--- src/rtl/cmul_pkg.sv ---
// cmul_pkg: shared widths, response entry type and saturating-increment helper
// for the cmul_sched constant-multiplier scheduler.
// N and NREQ here are the configuration point for the whole block.
package cmul_pkg;
    localparam int N      = 4;
    localparam int NREQ   = 4;
    localparam int W      = 2**N;
    localparam int ID_W   = $clog2(NREQ);
    localparam int STAT_W = 16;

    typedef struct packed {
        logic [ID_W-1:0] id;
        logic [W-1:0]    data;
    } rsp_t;

    function automatic logic [STAT_W-1:0] sat_inc(input logic [STAT_W-1:0] v);
        return (&v) ? v : v + 1'b1;
    endfunction
endpackage

--- src/rtl/cmul_sched_rr_arbiter.sv ---
// rr_arbiter: round-robin grant over NREQ requesters; owns the priority pointer.
// Ports: clk, rst (sync, active-high); req_i request vector; en_i grant enable;
//        gnt_o one-hot grant; idx_o encoded grant index; any_o grant issued.
module rr_arbiter
    import cmul_pkg::*;
(
    input  logic            clk,
    input  logic            rst,
    input  logic [NREQ-1:0] req_i,
    input  logic            en_i,
    output logic [NREQ-1:0] gnt_o,
    output logic [ID_W-1:0] idx_o,
    output logic            any_o
);
    logic [ID_W-1:0] ptr_q, ptr_d, j;

    // Scan from the farthest offset down so the one nearest ptr wins last.
    always_comb begin
        gnt_o = '0;
        idx_o = '0;
        any_o = 1'b0;
        j     = '0;
        for (int k = NREQ - 1; k >= 0; k--) begin
            j = ID_W'((int'(ptr_q) + k) % NREQ);
            if (en_i && req_i[j]) begin
                any_o = 1'b1;
                idx_o = j;
            end
        end
        gnt_o[idx_o] = any_o;
        ptr_d = !any_o ? ptr_q : (idx_o == ID_W'(NREQ - 1)) ? '0 : idx_o + 1'b1;
    end

    always_ff @(posedge clk) begin
        if (rst) ptr_q <= '0;
        else     ptr_q <= ptr_d;
    end
endmodule

--- src/rtl/cmul_sched.sv ---
// cmul_sched: round-robin scheduler sharing one LAT-deep constant multiplier
// among NREQ requesters, with a credit-protected output FIFO.
// Ports: clk, rst (sync, active-high); req_valid/req_data/req_ready requester
//        side; mul_a/mul_result multiplier side; rsp_valid/rsp_id/rsp_data/
//        rsp_ready consumer side.
// Optional: CMUL_SCHED_STATS_EN adds stat_issued (per-requester grant counters)
//        and stat_stall (cycles with a request blocked by lack of credit).
module cmul_sched
    import cmul_pkg::*;
#(
    parameter int LAT    = 2,
    parameter int FDEPTH = 4
) (
    input  logic              clk,
    input  logic              rst,
    input  logic [NREQ-1:0]   req_valid,
    input  logic [NREQ*W-1:0] req_data,
    output logic [NREQ-1:0]   req_ready,
    output logic [W-1:0]      mul_a,
    input  logic [W-1:0]      mul_result,
    output logic              rsp_valid,
    output logic [ID_W-1:0]   rsp_id,
    output logic [W-1:0]      rsp_data,
    input  logic              rsp_ready
`ifdef CMUL_SCHED_STATS_EN
    ,
    output logic [STAT_W*NREQ-1:0] stat_issued,
    output logic [STAT_W-1:0]      stat_stall
`endif
);
    localparam int PW = $clog2(FDEPTH);
    localparam int CW = $clog2(FDEPTH + 1);

    logic [LAT-1:0]  v_q;
    logic [ID_W-1:0] id_q [LAT];
    rsp_t            mem_q [FDEPTH];
    logic [PW-1:0]   wr_q, rd_q, hidx;
    logic [CW-1:0]   cnt_q;
    logic [ID_W-1:0] gidx;
    logic            credit, issue, push, pop;
    int              inflight;
    rsp_t            head;

    function automatic logic [PW-1:0] nxt(input logic [PW-1:0] p);
        return (p == PW'(FDEPTH - 1)) ? '0 : p + 1'b1;
    endfunction

    function automatic logic [PW-1:0] prv(input logic [PW-1:0] p);
        return (p == '0) ? PW'(FDEPTH - 1) : p - 1'b1;
    endfunction

    always_comb begin
        inflight = 0;
        for (int k = 0; k < LAT; k++) inflight += int'(v_q[k]);
    end

    // Every in-flight result is guaranteed a FIFO slot; a same-cycle pop is not counted.
    assign credit = (inflight + int'(cnt_q)) < FDEPTH;

    rr_arbiter u_arb (
        .clk   (clk),
        .rst   (rst),
        .req_i (req_valid),
        .en_i  (credit),
        .gnt_o (req_ready),
        .idx_o (gidx),
        .any_o (issue)
    );

    assign mul_a     = issue ? req_data[gidx*W +: W] : '0;
    assign push      = v_q[LAT-1];
    assign rsp_valid = cnt_q != '0;
    assign pop       = rsp_valid && rsp_ready;

    // When empty, the slot just behind rd still holds the last popped entry.
    assign hidx     = rsp_valid ? rd_q : prv(rd_q);
    assign head     = mem_q[hidx];
    assign rsp_id   = head.id;
    assign rsp_data = head.data;

    always_ff @(posedge clk) begin
        if (rst) begin
            v_q   <= '0;
            wr_q  <= '0;
            rd_q  <= '0;
            cnt_q <= '0;
            for (int k = 0; k < LAT; k++) id_q[k] <= '0;
            for (int k = 0; k < FDEPTH; k++) mem_q[k] <= '0;
        end else begin
            v_q[0]  <= issue;
            id_q[0] <= gidx;
            for (int k = 1; k < LAT; k++) begin
                v_q[k]  <= v_q[k-1];
                id_q[k] <= id_q[k-1];
            end
            if (push) begin
                mem_q[wr_q] <= '{id: id_q[LAT-1], data: mul_result};
                wr_q        <= nxt(wr_q);
            end
            if (pop) rd_q <= nxt(rd_q);
            cnt_q <= cnt_q + CW'(push) - CW'(pop);
        end
    end

`ifdef CMUL_SCHED_STATS_EN
    logic [STAT_W-1:0] iss_q [NREQ];
    logic [STAT_W-1:0] stall_q;

    always_ff @(posedge clk) begin
        if (rst) begin
            stall_q <= '0;
            for (int k = 0; k < NREQ; k++) iss_q[k] <= '0;
        end else begin
            if (issue) iss_q[gidx] <= sat_inc(iss_q[gidx]);
            if (|req_valid && !credit) stall_q <= sat_inc(stall_q);
        end
    end

    for (genvar i = 0; i < NREQ; i++) begin : g_stat
        assign stat_issued[i*STAT_W +: STAT_W] = iss_q[i];
    end
    assign stat_stall = stall_q;
`endif
endmodule

--- config.mk ---
export PLATFORM = sky130hd
export DESIGN_NAME = cmul_sched
export DESIGN_NICKNAME = d
export VERILOG_FILES = /design/src/rtl/cmul_pkg.sv /design/src/rtl/cmul_sched_rr_arbiter.sv /design/src/rtl/cmul_sched.sv
export SDC_FILE = /design/constraint.sdc
export NUM_CORES = 1
export LEC_CHECK = 0
export CAP_MARGIN = 40
export CORE_ASPECT_RATIO = 0.6
export CORE_UTILIZATION = 48
export CTS_CLUSTER_SIZE = 28
export DETAILED_ROUTE_END_ITERATION = 8
export GPL_TIMING_DRIVEN = 0
export HOLD_SLACK_MARGIN = 0.03
export PLACE_DENSITY_LB_ADDON = 0.15
export SLEW_MARGIN = 20
export SYNTH_ARGS = -nofsm -noshare
export SYNTH_HDL_FRONTEND = slang
export SYNTH_SLANG_ARGS = --single-unit
--- constraint.sdc ---
create_clock -name clk -period 3.4 [get_ports clk]
set_clock_uncertainty 0.1 [all_clocks]
set_input_delay 0.68 -clock clk [delete_from_list [all_inputs] [get_ports clk]]
set_output_delay 0.68 -clock clk [all_outputs]
set_load 0.02 [all_outputs]
After elaboration in Yosys (flattened, before gate mapping)
Memory sizes are Yosys's and may differ from the RTL's. Index checks and enable logic that the tools add are counted.

Output and inout port bits: 39. RAM bits: 76. Bits in registers: 11. Memories kept: 2. Input port bits: 87.

Memories: mem_q (depth 4, bits a word 18, rd ports 1, clocked after Yosys merged registers in 0, write ports 4, line cmul_sched.sv:36) `rsp_t mem_q [FDEPTH];`; id_q (depth 2, bits a word 2, rd ports 2, clocked after Yosys merged registers in 0, write ports 2, line cmul_sched.sv:35) `logic [ID_W-1:0] id_q [LAT];`.

Mux-type cells: 35. Equality and inequality tests: 3. Shift operators: 1. Bitwise gates (word level): 3. Add/subtract/negate cells: 11. $lt $le $gt $ge: 7. Reductions and logical operators: 9.

Operators by type and width (count): indexed part select 64 x 7 -> 16 bit (1); two-way mux 2 bit (12); two-way mux 18 bit (1); OR reduction 18 bit (1); two-way mux 1 bit (16); two-way mux 16 bit (1); < comparator 2 x 3 -> 1 bit, second input constant (5); adder 2 x 1 -> 2 bit, second input constant (4); binary-select mux 1 bit (select 2 bit) (4); == test 2 bit, second input constant (3); logical AND 1 bit (6); adder 2 bit, second input constant (2); adder 2 x 3 -> 4 bit (1); bitwise AND 4 bit (1); < comparator 4 x 3 -> 1 bit, second input constant (1); adder 3 x 1 -> 3 bit (1); nonzero test 3 bit (1); subtractor 3 x 1 -> 3 bit (1); adder 1 x 1 -> 2 bit (1); demux 1 bit (select 2 bit) (1); >= comparator 2 x 1 -> 1 bit, second input constant (1); zero test 2 bit (1); bitwise OR 1 bit (2); subtractor 2 x 1 -> 2 bit, second input constant (1).

Longest topological paths before layout
Depth in word-level cells: 13. Gate-level depth with buffers: 11. Depth with buffers taken out: 11.

Cells and area by module
Synthesis repeated with hierarchy kept, for this count alone.

Cell total of the unflattened synthesis: 496. Area, all modules: 5372.7 um2.

By module, submodules not included: cmul_sched (instances 1, cells each 444, area each 4962.3 um2, seq. area each 2422.3 um2); rr_arbiter (instances 1, cells each 52, area each 410.4 um2, seq. area each 40.0 um2).

Worst setup path before layout
Ideal clock, no wire load.

Path kind: input to output. From: input req_valid[2]. To: output req_ready[0]. Stages on the path: 9. Data arrival time: 2109 ps. Buffers on the path: 2. Data required time: 2620 ps. Path slack: 511 ps. Cell sequence: inv_1 o22ai_1 a211o_1 buf_2 buf_2 nor2_1 inv_1 ha_1 and2_1.

Cells in the longest elaborated chain, start to end: 12.

Ends and longest elaborated chain: start, declared (line cmul_sched.sv:16) `input logic [NREQ-1:0] req_valid,`; binary-select mux 1 bit (select 2 bit) (line cmul_sched_rr_arbiter.sv:25) `if (en_i && req_i[j]) begin`; two-way mux 1 bit (implied by the code) (line cmul_sched_rr_arbiter.sv:25); logical AND 1 bit (line cmul_sched_rr_arbiter.sv:25); two-way mux 2 bit (3 in a row) (line cmul_sched_rr_arbiter.sv:25); two-way mux 2 bit (*) (line cmul_sched_rr_arbiter.sv:25); via gidx[0] (line cmul_sched.sv:39) `logic [ID_W-1:0] gidx;`; < comparator 2 x 3 -> 1 bit (implied by the code) or >= comparator 2 x 1 -> 1 bit (tied branches) (line cmul_sched_rr_arbiter.sv:30) `gnt_o[idx_o] = any_o;`; logical AND 1 bit (implied by the code) (line cmul_sched_rr_arbiter.sv:30); two-way mux 1 bit (implied by the code) (line cmul_sched_rr_arbiter.sv:30); demux 1 bit (select 2 bit) (*); bitwise AND 4 bit (no source line) (*); end, declared (line cmul_sched.sv:18) `output logic [NREQ-1:0] req_ready,`.

Mark *: on every way through the listed nets, which the timed path passes. The rest lies on a longest branch. The select of a mux whose other input is x is not followed.

Worst setup path after layout
From: register cnt_q[0]. To: output mul_a[3].

Cells in the longest elaborated chain, start to end: 9.

Ends and longest elaborated chain: start, declared (line cmul_sched.sv:38) `logic [CW-1:0] cnt_q;`; start signal, assigned (line cmul_sched.sv:101) `cnt_q <= cnt_q + CW'(push) - CW'(pop);`; adder 2 x 3 -> 4 bit (*) (line cmul_sched.sv:58) `assign credit = (inflight + int'(cnt_q)) < FDEPTH;`; < comparator 4 x 3 -> 1 bit (*) (line cmul_sched.sv:58); logical AND 1 bit (line cmul_sched_rr_arbiter.sv:25); two-way mux 2 bit (4 in a row) (line cmul_sched_rr_arbiter.sv:25); indexed part select 64 x 7 -> 16 bit (line cmul_sched.sv:70) `assign mul_a = issue ? req_data[gidx*W +: W] : '0;`; two-way mux 16 bit (*) (line cmul_sched.sv:70); end, declared (line cmul_sched.sv:19) `output logic [W-1:0] mul_a,`.

Every way passes the cells marked *; elsewhere a longest branch is shown, timed or not.

==> run summary <==
- **number of search-and-repair iterations in the first detailed-routing pass** 5
- **vias post-DR** 3146
- **antenna viol nets, final** 0
- **total number of nets in the final design** 567
- **Placed Area** 0.00588 mm2
- **Worst R2R Path Depth** 11
- **Max FO, Critical Path** 7
- **Maximum Capacitance Violations** 0
- **residual DRC count** 0
- **synthesis-stage register bit count** 87
- **cell chosen for the clock root** sky130_fd_sc_hd__clkbuf_16
- **area of the mapped netlist** 0.00449 mm2
- **first-pass GRT wire length** 17.5 mm
- **Worst path slowest cell** sky130_fd_sc_hd__dfxtp_4
- **TritonCTS clock tree** done
- **total of endpoints with negative setup slack in the final report** 0
- **final count of pins violating max slew** 0
- **cell count of the worst hold path** 1
- **Die Footprint** 0.00976 mm2
- **routed wire length per instance** 18.7 um
- **critical path required time** 2620 ps
- **initial core utilization** 0.511
- **synthesized netlist cell count** 328
- **later-pin clock latency in the skew report** 330 ps
- **max incr delay on CP** 370 ps
- **synth-to-layout area growth** 39.5%
- **Num Clock Sinks** 87
- **drt total wl** 10.9 mm
- **Worst setup SP type** register
- **mux cell area share after synthesis** 0.168
- **Iteration-0 DRC Markers** 211
- **number of antenna violations at the first check in global routing** 0
- **Core Area** 0.00878 mm2
- **fraction of final layout cells with drive strength greater than 1** 0.186
- **HPWL reported at the end of detailed placement** 8.09 mm
- **result of the run** finished clean
- **slew at the pin with the worst max-slew slack** 697 ps
- **number of H-tree branching levels** 3
- **post-layout minimum cycle time** 3320 ps
- **warnings from Yosys** 0
- **Max rail drop VDD** 0.450 mV
- **clock tree buffer depth** 2
- **worst-path cell chain** ha_4 > a21oi_2 > o31a_1 > or2_4 > or2_1 > buf_6 > buf_4 > o22ai_1 > clkdlybuf4s15_2
- **simple-gate portion of the synthesized area** 0.162
- **height of the die** 76.9 um
- **XOR/XNOR Fraction of Synth Area** 0.00195
- **Via density** 5.38
- **number of top-level pins** 126
- **final count of hold timing violations** 0
- **endpoint type of the worst setup path** primary output
- **main combinational cell family by area after synthesis** multiplexers
- **number of synthesized flops with an enable pin** 72
- **CTS buffer count** 9
- **Hold WC Path Type** register to register
- **compound-gate portion of the synthesized area** 0.0526
- **pwr/cell area** 772 mW/mm2
- **post-CTS clock slew at the launch and capture registers of the worst setup and hold paths** 60 ps
- **Final Instance Area** 0.00627 mm2
- **average size of a mapped cell** 13.7 um2
- **Row Count** 26
- **share of synthesized area occupied by flip-flops and latches** 0.548
- **async set or reset register ratio after synthesis** 0
- **post-route total power** 0.00484 W
- **horizontal die dimension** 127 um
- **Synthesized Nets** 427
- **leakage power total** 2.62 nW
- **Distinct cells, synth** 36
- **global-route total usage across every layer** 0.241
- **largest net degree at the start of global routing** 19
- **placer's final routability congestion estimate** 0.799
- **data arrival time of the critical path** 2540 ps
- **maximum clock frequency** 301 MHz
- **# hold bufs at CTS** 0
- **vias in the first global route** 3299
- **adder-cell share of the synthesized area** 0.0351
- **Port Buffer Count** 125
- **Crit Path Category** register to primary output
- **Max transition margin** 0.534
- **gr ovfl total** 0
- **final setup TNS** 0 ps
- **most frequently used flop master after synthesis** sky130_fd_sc_hd__edfxtp_1
- **RSZ-0062 raised after global routing** false
- **antenna diode count** 0
- **ratio of final minimum period to clock period** 0.978
==> registers in the layout, summed over array words and instances (netlist names) <==
signal	flops
mem_q	72
id_q	4
cnt_q	3
rd_q	2
u_arb.ptr_q	2
v_q	2
wr_q	2
==> synth_stat cells (all sizes together) (6+ instances only) <==
| cell | n | area, um2 |
|---|---|---|
| and2 | 76 | 475 |
| edfxtp | 72 | 2160 |
| mux2i | 35 | 350 |
| mux4 | 18 | 405 |
| o22ai | 18 | 156 |
| dfxtp | 15 | 300 |
| nor2 | 13 | 48.8 |
| inv | 12 | 45.0 |
| ha | 11 | 138 |
| buf | 9 | 77.6 |
| nor3 | 7 | 56.3 |
| clkbuf | 6 | 22.5 |
| nor2b | 6 | 37.5 |
==> worst paths after layout <==
check             start              to  slack, ps
max            cnt_q[0]        mul_a[3]         80
min          id_q[0][0]      id_q[0][2]        350
max reg2reg    cnt_q[0]  u_arb.ptr_q[1]        960
min reg2reg  id_q[0][0]      id_q[0][2]        350
==> repair_timing <==
item,CTS,global route
endpoints found under the setup margin,38,25
buffers inserted,4,0
pin swaps,4,2
gates resized for setup,99,14
cloned,0,0
==> final cells by class <==
cell class,count,area (um2)
multi-input cells,214,1940
clock inverters,5,25.0
plain buffers,15,129
fillers,635,2520
repair buffers,129,1280
clock buffers,11,233
well taps,112,140
flip-flops and latches,87,2470
inverters,12,45.0
==> critical path: cells and delay by family (launching register included) <==
family / cells / cell delay [ps]
buffers and inverters: 3 / 570
flip-flops: 1 / 370
AND/OR/NAND/NOR: 2 / 480
adder cells (fa/ha/maj): 1 / 270
AO/OA/AOI/OAI: 3 / 530
==> cells by family (layout without fill, tap and decap cells) <==
| group | Yosys count | in the layout |
|---|---|---|
| flip-flops | 87 | 87 |
| adder cells (fa/ha/maj) | 12 | 12 |
| buffers and inverters | 27 | 172 |
| multiplexers | 53 | 53 |
| AND/OR/NAND/NOR | 119 | 119 |
| AO/OA/AOI/OAI | 29 | 29 |
| XOR/XNOR | 1 | 1 |
==> layout by cell type (no fill, tap or decap), types with 2 or more instances in the layout <==
cell / n
sky130_fd_sc_hd__clkdlybuf4s50_1: 83
sky130_fd_sc_hd__and2_1: 75
sky130_fd_sc_hd__edfxtp_1: 72
sky130_fd_sc_hd__mux2i_1: 35
sky130_fd_sc_hd__mux4_2: 18
sky130_fd_sc_hd__dlygate4sd2_1: 18
sky130_fd_sc_hd__nor2_1: 12
sky130_fd_sc_hd__dfxtp_1: 12
sky130_fd_sc_hd__inv_1: 11
sky130_fd_sc_hd__o22ai_1: 11
sky130_fd_sc_hd__ha_1: 10
sky130_fd_sc_hd__clkbuf_16: 9
sky130_fd_sc_hd__clkbuf_1: 8
sky130_fd_sc_hd__clkdlybuf4s15_2: 8
sky130_fd_sc_hd__dlymetal6s2s_1: 8
sky130_fd_sc_hd__buf_4: 7
sky130_fd_sc_hd__o22ai_2: 7
sky130_fd_sc_hd__nor2b_1: 6
sky130_fd_sc_hd__buf_6: 6
sky130_fd_sc_hd__nand2_1: 4
sky130_fd_sc_hd__a21oi_1: 4
sky130_fd_sc_hd__or2_2: 3
sky130_fd_sc_hd__nor3_1: 3
sky130_fd_sc_hd__clkinv_1: 3
sky130_fd_sc_hd__buf_2: 3
sky130_fd_sc_hd__nor3_4: 2
sky130_fd_sc_hd__nor3_2: 2
sky130_fd_sc_hd__nand2b_1: 2
sky130_fd_sc_hd__buf_8: 2
sky130_fd_sc_hd__buf_12: 2
sky130_fd_sc_hd__o21ai_4: 2
sky130_fd_sc_hd__nor3b_2: 2
sky130_fd_sc_hd__dfxtp_2: 2
==> report_power, final <==
part / internal, W / switching, W / total [W]
sequential: 0.00126 / 0.0000827 / 0.00134
clock: 0.000488 / 0.000374 / 0.000862
combinational: 0.00130 / 0.00133 / 0.00263
==> layer usage <==
layer | vias up | track usage | share of wire
met1 | 1548 | 0.334 | 0.45
met5 | - | 0 | 0
li1 | 1489 | - | -
met3 | 10 | 0.0544 | 0.065
met2 | 99 | 0.386 | 0.47
met4 | 0 | 0.0583 | 0.0099
==> through the flow <==
stage	hold slack, ps	util	setup slack [ps]	cells
floorplan	314	-	511	328
global placement	353	0.670	-709	565
detailed placement	345	0.670	-763	565
CTS	359	0.713	3.00	585
global route	366	0.714	2.43	585
finish	354	0.714	75.6	585
Power figures use the tool's default switching activity.
==> RTL edit, RTL diff (same flow settings) <==
The option `CMUL_SCHED_STATS_EN` is turned on by a define.
--- a/src/rtl/cmul_sched.sv
+++ b/src/rtl/cmul_sched.sv
@@ -6,4 +6,6 @@
 // Optional: CMUL_SCHED_STATS_EN adds stat_issued (per-requester grant counters)
 //        and stat_stall (cycles with a request blocked by lack of credit).
+`define CMUL_SCHED_STATS_EN
+
 module cmul_sched
     import cmul_pkg::*;
Check against the original RTL (old outputs only; new: stat_issued and stat_stall): equivalent (Yosys induction, for registers that start in step).
==> RTL edit against the original RTL <==
Sequential share of layout area decreased by 3.4 points. Power increased by 140%. Wire length increased to 2.6 times the old value. Global-route usage increased by 4.8 points. The flow now finishes with violations (setup timing). Count of clock-buffer cells in the layout increased by 8. Sequential cell count increased by 80. Largest power group unchanged. Setup slack got worse by 0.19 ns. Cell area increased by 110%. Fmax decreased by 5.4%. Critical path type is now input pin to primary output. Final cell count increased by 130%. Synthesized area increased by 99%.
==> RTL edit: results (changes against the original RTL) <==
- DPL Wire Length: 18890 um (was 8094 um)
- Gr usage total: 28.87% (was 24.06%)
- Initial antenna violation count: 1 (was 0)
- Synth top area cells: edfxtp_1, dfxtp_1, and2_1 (was edfxtp_1, and2_1, mux4_2)
- R2r startpoint: cnt_q[0] (unchanged)
- Cts bufs inserted: 17 (was 9)
- Gate power share: 58.9% (was 54.4%)
- Final setup fails: 55 (was 0)
- Max incr delay on CP: 0.27 ns (was 0.37 ns)
- Initial drt markers: 820 (was 211)
- Dpl cells: 1262 (was 565)
- First-pass GRT wire length: 40870 um (was 17510 um)
- Syn Area/Cell: 10.98 um^2 (was 13.69 um^2)
- Static leakage: 4.995 nW (was 2.618 nW)
- Violated checks: setup timing
- End of the worst register-to-register path: iss_q[0][7] (was u_arb.ptr_q[1])
- Crit path DAT: 2.74 ns (was 2.54 ns)
- Worst reg-to-reg path cell count: 15 (was 11)
- Synth top cells by count: edfxtp_1, nand2_1, and2_1, nor2_1, nand3_1 (was and2_1, edfxtp_1, mux2i_1, mux4_2, dfxtp_1)
- Clock Latency Late Sink: 0.42 ns (was 0.33 ns)
- WL per Instance: 20.89 um (was 18.71 um)
- Crit. Startpoint: req_valid[1] (was cnt_q[0])
- Vias per cell: 5.764 (was 5.378)
- Placer Congestion: 0.9579 (was 0.7988)
- Share of cells above drive strength 1: 25.43% (was 18.60%)
- Post-route insts no fill: 1358 (was 585)
- Input/output buffers: 205 (was 125)
- Worst Setup EP: req_ready[0] (was mul_a[3])
- EDFF count, synth: 136 (was 72)
- Setup WS post-layout: -0.1152 ns (was 0.07562 ns)
- CP max stage cell: clkdlybuf4s15_1 (was dfxtp_4)
- Synth unique cells: 73 (was 36)
- Max-slew headroom: 47.70% (was 53.43%)
- Final #Nets: 1205 (was 567)
- # H-tree levels: 4 (was 3)
- Peak VDD IR: 0.4883 mV (was 0.4502 mV)
- Pre-CTS WS: -1.806 ns (was -0.7629 ns)
- Net Count, Synth: 914 (was 427)
- Sequential power: 2.95 mW (was 1.34 mW)
- Vias in the first global route: 7292 (was 3299)
- Placed inst area: 0.01138 mm^2 (was 0.005883 mm^2)
- Reg-to-reg slack, setup: -0.11 ns (was 0.96 ns)
- Outcome: finished with violations (was finished clean)
- Fraction of the yosys area taken by sequential cells: 52.69% (was 54.82%)
- Worst Path Max Fanout: 10 (was 7)
- Sw Share: 41.53% (was 37.02%)
-- RTL edit: final cells by class --
type                            count  area, um^2  area share, %
Inverter                           11       51.30         0.3914
Tap cell                          240       300.3          2.291
Antenna cell                        1       2.502        0.01909
Clock inverter                     13       107.6         0.8211
Clock buffer                       19       432.9          3.303
Buffer                             44       405.4          3.093
Timing Repair Buffer              274        2589          19.75
Sequential cell                   167        4718          36.00
Multi-Input combinational cell    589        4498          34.32
-- RTL edit: repair_timing --
action,in CTS,in global routing
setup buffers,34,28
pin swaps,18,21
gates cloned,0,2
resized for setup,222,105
setup endpoints to repair,168,92
-- RTL edit: metrics by stage --
| stage | total power [mW] | setup TNS [ns] | hold slack, ns | util [%] |
|---|---|---|---|---|
| floorplan | 6.191 | 0 | 0.3138 | - |
| finish | 11.58 | -3.033 | 0.3558 | 72.34 |
| detailed placement | 8.362 | -161.41 | 0.3419 | 62.81 |
| CTS | 10.72 | -0.6089 | 0.3559 | 69.23 |
| global route | 12.04 | -6.033 | 0.3712 | 72.34 |
| global placement | 8.244 | -174.89 | 0.3369 | 62.44 |
-- RTL edit: routing by layer --
metal | part of all wire, % | vias to the layer above | GRT usage, % | wire, um
li1 | - | 3558 | - | -
met4 | 1.9 | 0 | 6.777 | 550
met2 | 44 | 459 | 42.88 | 12620
met1 | 43 | 3760 | 41.01 | 12120
met5 | 0 | - | 0 | 0
met3 | 11 | 51 | 8.969 | 3077
-- RTL edit: cells by family after synthesis --
family / count (synthesis) / synth area share [%]
AOI/OAI and AO/OA: 77 / 7.245
xor gates and xnor gates: 16 / 1.569
adders and majority gates: 14 / 2.046
buffers and inverters: 57 / 2.803
DFF: 167 / 52.69
muxes: 62 / 9.669
and+or+nand+nor: 420 / 23.98
